<file path="config.mk">
export PLATFORM = sky130hd
export DESIGN_NAME = div_seq_ctrl
export DESIGN_NICKNAME = d
export VERILOG_FILES = /design/src/rtl/div_seq_ctrl.sv
export SDC_FILE = /design/constraint.sdc
export NUM_CORES = 1
export LEC_CHECK = 0
export BUFFER_PORTS_ARGS = -buffer_cell sky130_fd_sc_hd__buf_2
export CORE_MARGIN = 3
export CORE_UTILIZATION = 61
export DETAILED_ROUTE_END_ITERATION = 7
export PLACE_DENSITY_LB_ADDON = 0.1
export SLEW_MARGIN = 0
export SYNTH_ARGS = -nofsm -noshare
export SYNTH_HDL_FRONTEND = slang
export SYNTH_SLANG_ARGS = --single-unit
</file>
<file path="constraint.sdc">
create_clock -name clk -period 4.7 [get_ports clk]
set_input_delay 0.94 -clock clk [delete_from_list [all_inputs] [get_ports clk]]
set_output_delay 0.94 -clock clk [all_outputs]
set_load 0.02 [all_outputs]
</file>
<file path="src/rtl/div_seq_ctrl.sv">
// Sequential signed divider: non-restoring, one partial-remainder step per clock.
// Optional macro DIV_ZERO_TRAP_EN short-circuits divide-by-zero and raises dz.
module div_seq_ctrl #(
  parameter int WIDTH = 32
) (
  input  logic             clk,
  input  logic             clr,
  input  logic             start,
  input  logic [WIDTH-1:0] dividend,
  input  logic [WIDTH-1:0] divisor,
  output logic             busy,
  output logic             done,
  output logic [WIDTH-1:0] lo,
  output logic [WIDTH-1:0] hi,
  output logic             dz,
  output logic [2:0]       state_dbg
);

  // Handshake: start is a request taken only in S_IDLE; done is a one-cycle
  // valid strobe for hi/lo, and busy covers every cycle between accept and done.
  typedef enum logic [2:0] {
    S_IDLE = 3'd0,
    S_PREP = 3'd1,
    S_ITER = 3'd2,
    S_FIX  = 3'd3,
    S_SIGN = 3'd4,
    S_DONE = 3'd5
  } state_t;

  localparam int CW = $clog2(WIDTH);
  localparam logic [CW-1:0] LAST_STEP = CW'(WIDTH - 1);

  state_t           state;
  logic [WIDTH-1:0] dvd_r;
  logic [WIDTH-1:0] dvs_r;
  logic [WIDTH-1:0] q_r;
  logic [WIDTH-1:0] m_r;
  logic [WIDTH:0]   a_r;
  logic [CW-1:0]    cnt;
  logic             qneg;
  logic             rneg;

  logic [WIDTH:0]   m_ext;
  logic [WIDTH:0]   a_sh;
  logic [WIDTH:0]   a_step;
  logic [WIDTH-1:0] q_sh;
  logic [WIDTH-1:0] dvd_abs;
  logic [WIDTH-1:0] dvs_abs;

  // Magnitudes are unsigned, so the most negative operand becomes 2^(WIDTH-1).
  always_comb begin
    m_ext   = {1'b0, m_r};
    a_sh    = {a_r[WIDTH-1:0], q_r[WIDTH-1]};
    q_sh    = {q_r[WIDTH-2:0], 1'b0};
    a_step  = a_r[WIDTH] ? (a_sh + m_ext) : (a_sh - m_ext);
    dvd_abs = dvd_r[WIDTH-1] ? (-dvd_r) : dvd_r;
    dvs_abs = dvs_r[WIDTH-1] ? (-dvs_r) : dvs_r;
  end

  assign state_dbg = state;

  always_ff @(posedge clk or negedge clr) begin
    if (!clr) begin
      state <= S_IDLE;
      busy  <= 1'b0;
      done  <= 1'b0;
      lo    <= '0;
      hi    <= '0;
      dvd_r <= '0;
      dvs_r <= '0;
      q_r   <= '0;
      m_r   <= '0;
      a_r   <= '0;
      cnt   <= '0;
      qneg  <= 1'b0;
      rneg  <= 1'b0;
    end else begin
      case (state)
        S_IDLE: begin
          done <= 1'b0;
          if (start) begin
            dvd_r <= dividend;
            dvs_r <= divisor;
            busy  <= 1'b1;
            state <= S_PREP;
          end
        end
        S_PREP: begin
          qneg <= dvd_r[WIDTH-1] ^ dvs_r[WIDTH-1];
          rneg <= dvd_r[WIDTH-1];
          a_r  <= '0;
          q_r  <= dvd_abs;
          m_r  <= dvs_abs;
          cnt  <= '0;
`ifdef DIV_ZERO_TRAP_EN
          if (dvs_r == '0) begin
            hi    <= dvd_r;
            lo    <= '1;
            done  <= 1'b1;
            state <= S_DONE;
          end else begin
            state <= S_ITER;
          end
`else
          state <= S_ITER;
`endif
        end
        S_ITER: begin
          a_r <= a_step;
          q_r <= {q_sh[WIDTH-1:1], ~a_step[WIDTH]};
          cnt <= cnt + 1'b1;
          if (cnt == LAST_STEP) state <= S_FIX;
        end
        S_FIX: begin
          // A negative final partial remainder is restored by one add.
          if (a_r[WIDTH]) a_r <= a_r + m_ext;
          state <= S_SIGN;
        end
        S_SIGN: begin
          lo    <= qneg ? (-q_r) : q_r;
          hi    <= rneg ? (-a_r[WIDTH-1:0]) : a_r[WIDTH-1:0];
          done  <= 1'b1;
          state <= S_DONE;
        end
        S_DONE: begin
          done  <= 1'b0;
          busy  <= 1'b0;
          state <= S_IDLE;
        end
        default: begin
          done  <= 1'b0;
          busy  <= 1'b0;
          state <= S_IDLE;
        end
      endcase
    end
  end

`ifdef DIV_ZERO_TRAP_EN
  // dz is sticky until the next operation reaches S_PREP.
  always_ff @(posedge clk or negedge clr) begin
    if (!clr) begin
      dz <= 1'b0;
    end else if (state == S_PREP) begin
      dz <= (dvs_r == '0);
    end
  end
`else
  assign dz = 1'b0;
`endif

endmodule

</file>
[Yosys cells after proc, flatten, opt, wreduce, memory -nomap -nowiden]
Index checks and enable logic that the tools add are counted.
Storage, ports and cells
  flip-flop bits (word level): 237
  output and inout bits: 70
Cells by class
  add/sub/neg operators: 8
  equality and inequality tests: 8
  mux-type cells: 15
  bitwise operators: 3
  reductions and logical operators: 9
Operator list (number)
  32-bit 2-to-1 mux: 4
  32-bit negation: 4
  33-bit one-hot mux with 3 select lines: 1
  33-bit by 32-bit adder with 33-bit output: 2
  33-bit 2-to-1 mux: 2
  32-bit one-hot mux with 2 select lines: 1
  33-bit by 32-bit subtractor with 33-bit output: 1
  3-bit one-hot mux with 5 select lines: 1
  5-bit one-hot mux with 2 select lines: 1
  2-bit AND reduction: 4
  3-bit by 2-bit equality test with 1-bit output, second input constant: 2
  3-bit 2-to-1 mux: 2
  2-bit != test, second input constant: 3
  5-bit by 1-bit adder with 5-bit output, second input constant: 1
  5-bit equality test, second input constant: 1
  1-bit one-hot mux with 2 select lines: 2
  4-bit OR reduction: 1
  3-bit by 1-bit equality test with 1-bit output, second input constant: 1
  3-bit equality test, second input constant: 1
  3-bit zero test: 1
  3-bit nonzero test: 1
  3-bit OR reduction: 1
  1-bit inverter: 2
  2-bit nonzero test: 1
  2 further kinds: 2

[Logic depth before layout (Yosys ltp)]
  word-level depth: 4
  depth in mapped cells: 17
  depth with buffers taken out: 17

[Worst setup path before layout]
OpenSTA, ideal clock, no wires.
  path kind: flip-flop to flip-flop
  from: register m_r[3]
  to: register a_r[31]
  arrival: 3.902 ns
  data required time: 4.558 ns
  setup slack: 0.656 ns
  cell stages (with the launch flop): 16
  buffers on the path: 0
  cell sequence: dfrtp_1 or4_1 nor4_1 and2_1 a21oi_1 xor2_1 ha_1 nand4_1 nor3_1 o2111ai_1 a31oi_1 o21ai_0 o311a_1 o31ai_1 mux2i_1 o221ai_1
On the way
  word-level cells in the longest chain between the ends: 3
  elaborated cells on any way between the ends: 6
  those cells by class: 3 x add/sub; 3 x mux
RTL lines
  start, declared: line 37  | logic [WIDTH-1:0] m_r;
  start signal, assigned: line 93  | m_r <= dvs_abs;
  33-bit by 32-bit adder with 33-bit output, or another cell as far along: line 116  | if (a_r[WIDTH]) a_r <= a_r + m_ext;
  33-bit 2-to-1 mux (on tied branches): line 116, 55
  33-bit one-hot mux with 3 select lines *: line 78  | case (state)
  end signal, assigned: line 109  | a_r <= a_step;
  end signal, assigned: line 116
  end, declared: line 38  | logic [WIDTH:0] a_r;
Every way passes the cells marked *; elsewhere a longest branch is shown, timed or not. The select of a mux whose other input is x is not followed.
A chain may end at the register's enable or synchronous reset.

[Worst setup path in the final report]
Ends and elaborated chain as after synthesis.

==> run metrics <==
die area 26,800 sq um; Slew @ Worst Pin 1.09 ns; CP arrival 4.66 ns; top-area cell type share of the netlist area 39.2%; via density per instance 6.14; drt total wl 40,200 microns; Worst R2R Path Depth 16; commonest cells in the netlist 237 x dfrtp_1, 215 x o21ai_0, 202 x nand2_1; CTS Buf Count 26; ys async rst share 100%; initial antenna violation count 0; top area cells in the synthesized netlist dfrtp_1 39%, xor2_1 9.1%, o21ai_0 7.1%, ha_1 6.0%, nand2_1 5.0%; Tcrit/Tclk final 91.3%; endpoint class of the critical path flop; DR pass1 iterations 6; clock slew at reported path FFs 0.07 ns; Post-Synthesis Cell Area 15,100 sq um; CP Data Required Time 5.08 ns; largest net degree at the start of global routing 129; routed len/inst 19.2 microns; unrepaired setup endpoints after global routing false; Num Clock Sinks 237; register area 5930 sq um; Slowest cell on crit path or4_1; GP Congestion 0.921; peak fanout along the critical path 6; Max Clock Freq 233 MHz; Clock Latency Late Sink 0.56 ns; IO Count 137; worst r2r src m_r[3]$_DFFE_PN0P_; cell accounting for the most synthesized area dfrtp_1; Iter 0 DRT Violations 1,402; CTS root buffer clkbuf_16; CTS tree done; Layout area overhead 13.1%; register area share after synthesis 39.2%; diode count 0; CP Launch Type flop; Slew Limit Headroom 27.3%; Die H 164 microns; DR vias 12,800; clock buffer depth 3; # setup viols final 0; cell count after synthesis 1,635; max incr delay on CP 0.60 ns; Final Max Slew Viols 0; maxcap violations 0; Period minus WS final 4.29 ns; filler cell count 1,959; Seq cells post-synth 237; Initial Util 62.1%; most common cell in the synthesized netlist dfrtp_1; Post-Route Setup TNS 0 ns; Post-Syn Nets 1,777; Mapped Avg Cell Area 9.26 sq um; row count 57; GRT overflow 0; worst path cell trace or4_1 > nor4_2 > nor2b_1 > buf_4 > a21oi_1 > xor2_1 > ha_1 > nand4_1 > nor3_1 > o2111ai_1 > a31oi_1 > o21ai_1 > o311a_1 > o31ai_1 > mux2i_1 > o221ai_1; H-tree levels 1; layout cell share with drive strength beyond 1 16.6%; R2R Setup Slk 0.41 ns; die extent in x 164 microns; WP buf/inv 1; worst setup path category flop to flop; Placeable Area 24,400 sq um; Crit. Startpoint m_r[3]$_DFFE_PN0P_; YS warnings 0; area of the multi-input gates 8830 sq um; Worst Clk Skew 0.0256 ns; Hold Vio Cnt, Final 0; Top delay family on crit path compound AO/OA/AOI/OAI gates; top_reg_cell synth dfrtp_1; Buffers on Ports 135; status complete, no violations; DPL Wire Length 29,900 microns; # nets final 1,892; Detail Route Antenna Nets 0; Total GRT Usage 29.8%; Unique masters post-synth 75; post-CTS setup buffer count 0; number of synthesized flops with an enable pin 0; reg2reg end a_r[31]$_DFFE_PN0P_; # DRC 0; first-pass GRT wire length 64,100 microns; vias in the first global route 11,900; Hold Path Class primary input to asynchronous set/reset pin
layout by cell type, fill, tap and decap left out, types with 6 or more instances in the layout:
master and count:
a21o_1 19, a21oi_1 79, a22oi_1 43, a31oi_1 6, and2_1 7, and3_1 8
buf_2 134, buf_4 26, clkbuf_16 26, clkbuf_8 11, dfrtp_1 237, ha_1 73
inv_1 38, mux2_2 61, mux2i_1 6, nand2_1 200, nand2b_1 7, nand3_1 16
nand4_1 11, nor2_1 60, nor2b_1 10, nor3_1 22, nor4_1 11, o211ai_1 6
o21a_1 13, o21ai_0 214, o21ai_1 7, o21bai_1 17, o221ai_1 14, o31ai_1 35
o41ai_1 19, or3_1 20, or4_1 21, xnor2_1 44, xor2_1 158
layer usage:
layer  vias up  share of wire [%]  global-route usage (%)
li1       6195                  -                       -
met1      6115                 48                    46.7
met2       467                 42                    42.8
met3        53                8.2                    5.30
met4         0                2.0                    6.65
met5         -                  0                       0
worst register-to-register path, cell delays in order (launching register included):
cell       delay [ns]
dfrtp_1          0.44
or4_1            0.60
nor4_2           0.21
nor2b_1          0.16
buf_4            0.17
a21oi_1          0.09
xor2_1           0.15
ha_1             0.35
nand4_1          0.14
nor3_1           0.19
o2111ai_1        0.19
a31oi_1          0.30
o21ai_1          0.16
o311a_1          0.34
o31ai_1          0.29
mux2i_1          0.22
o221ai_1         0.12
sequential cells by signal, indices dropped and copies added (netlist names):
signal     flops
a_r           33
dvd_r         32
dvs_r         32
hi            32
lo            32
m_r           32
q_r           32
cnt            5
state_dbg      3
busy           1
done           1
qneg           1
rneg           1
worst max path at each step:
stage | endpoint | slack, ns | cells after the start
2_1_floorplan | a_r[31]$_DFFE_PN0P_ | 0.66 | 15
3_3_place_gp | a_r[31]$_DFFE_PN0P_ | 0.51 | 16
3_5_place_dp | a_r[31]$_DFFE_PN0P_ | 0.37 | 15
4_1_cts | a_r[31]$_DFFE_PN0P_ | 0.31 | 15
5_1_grt | a_r[31]$_DFFE_PN0P_ | 0.08 | 16
6_report | a_r[31]$_DFFE_PN0P_ | 0.41 | 16
through the flow:
step                      hold slack (ns)  cells  setup slack (ns)  util, %  instance area, sq um
after detailed placement            0.465   2046             0.367     66.4                 16200
after global placement              0.457   2046             0.509     66.4                 16200
after CTS                           0.479   2091             0.312     70.1                 17100
after global routing                0.488   2091            0.0820     70.2                 17100
after floorplan                     0.449   1635             0.656        -                 15100
final                               0.435   2091             0.411     70.2                 17100
cell families after synthesis:
| kind of cell | count (synthesis) | share of synthesized area [%] |
|---|---|---|
| AO/OA/AOI/OAI | 515 | 21.5 |
| AND/OR/NAND/NOR | 425 | 13.6 |
| flip-flops | 237 | 39.2 |
| XOR/XNOR | 202 | 11.7 |
| buffers and inverters | 113 | 2.83 |
| adder cells (fa/ha/maj) | 75 | 6.30 |
| multiplexers | 67 | 4.93 |
| other | 1 | 0.0248 |
layout make-up:
| type | instances | area share (%) |
|---|---|---|
| Tap cell | 324 | 2.37 |
| Timing Repair Buffer | 162 | 5.26 |
| Clock inverter | 5 | 0.584 |
| Multi-Input combinational cell | 1285 | 51.6 |
| Inverter | 38 | 0.833 |
| Clock buffer | 40 | 4.75 |
| Sequential cell | 237 | 34.6 |
timing repair:
| item | in CTS | in global routing |
|---|---|---|
| hold buffers | 0 | 0 |
| endpoints found under the setup margin | 0 | 2 |
| endpoints found under the hold margin | 0 | 0 |
| resized for setup | 0 | 4 |
Power is left out: the tool's default activity adds up to more than one toggle a clock period on the data nets, which glitch-free logic cannot reach.
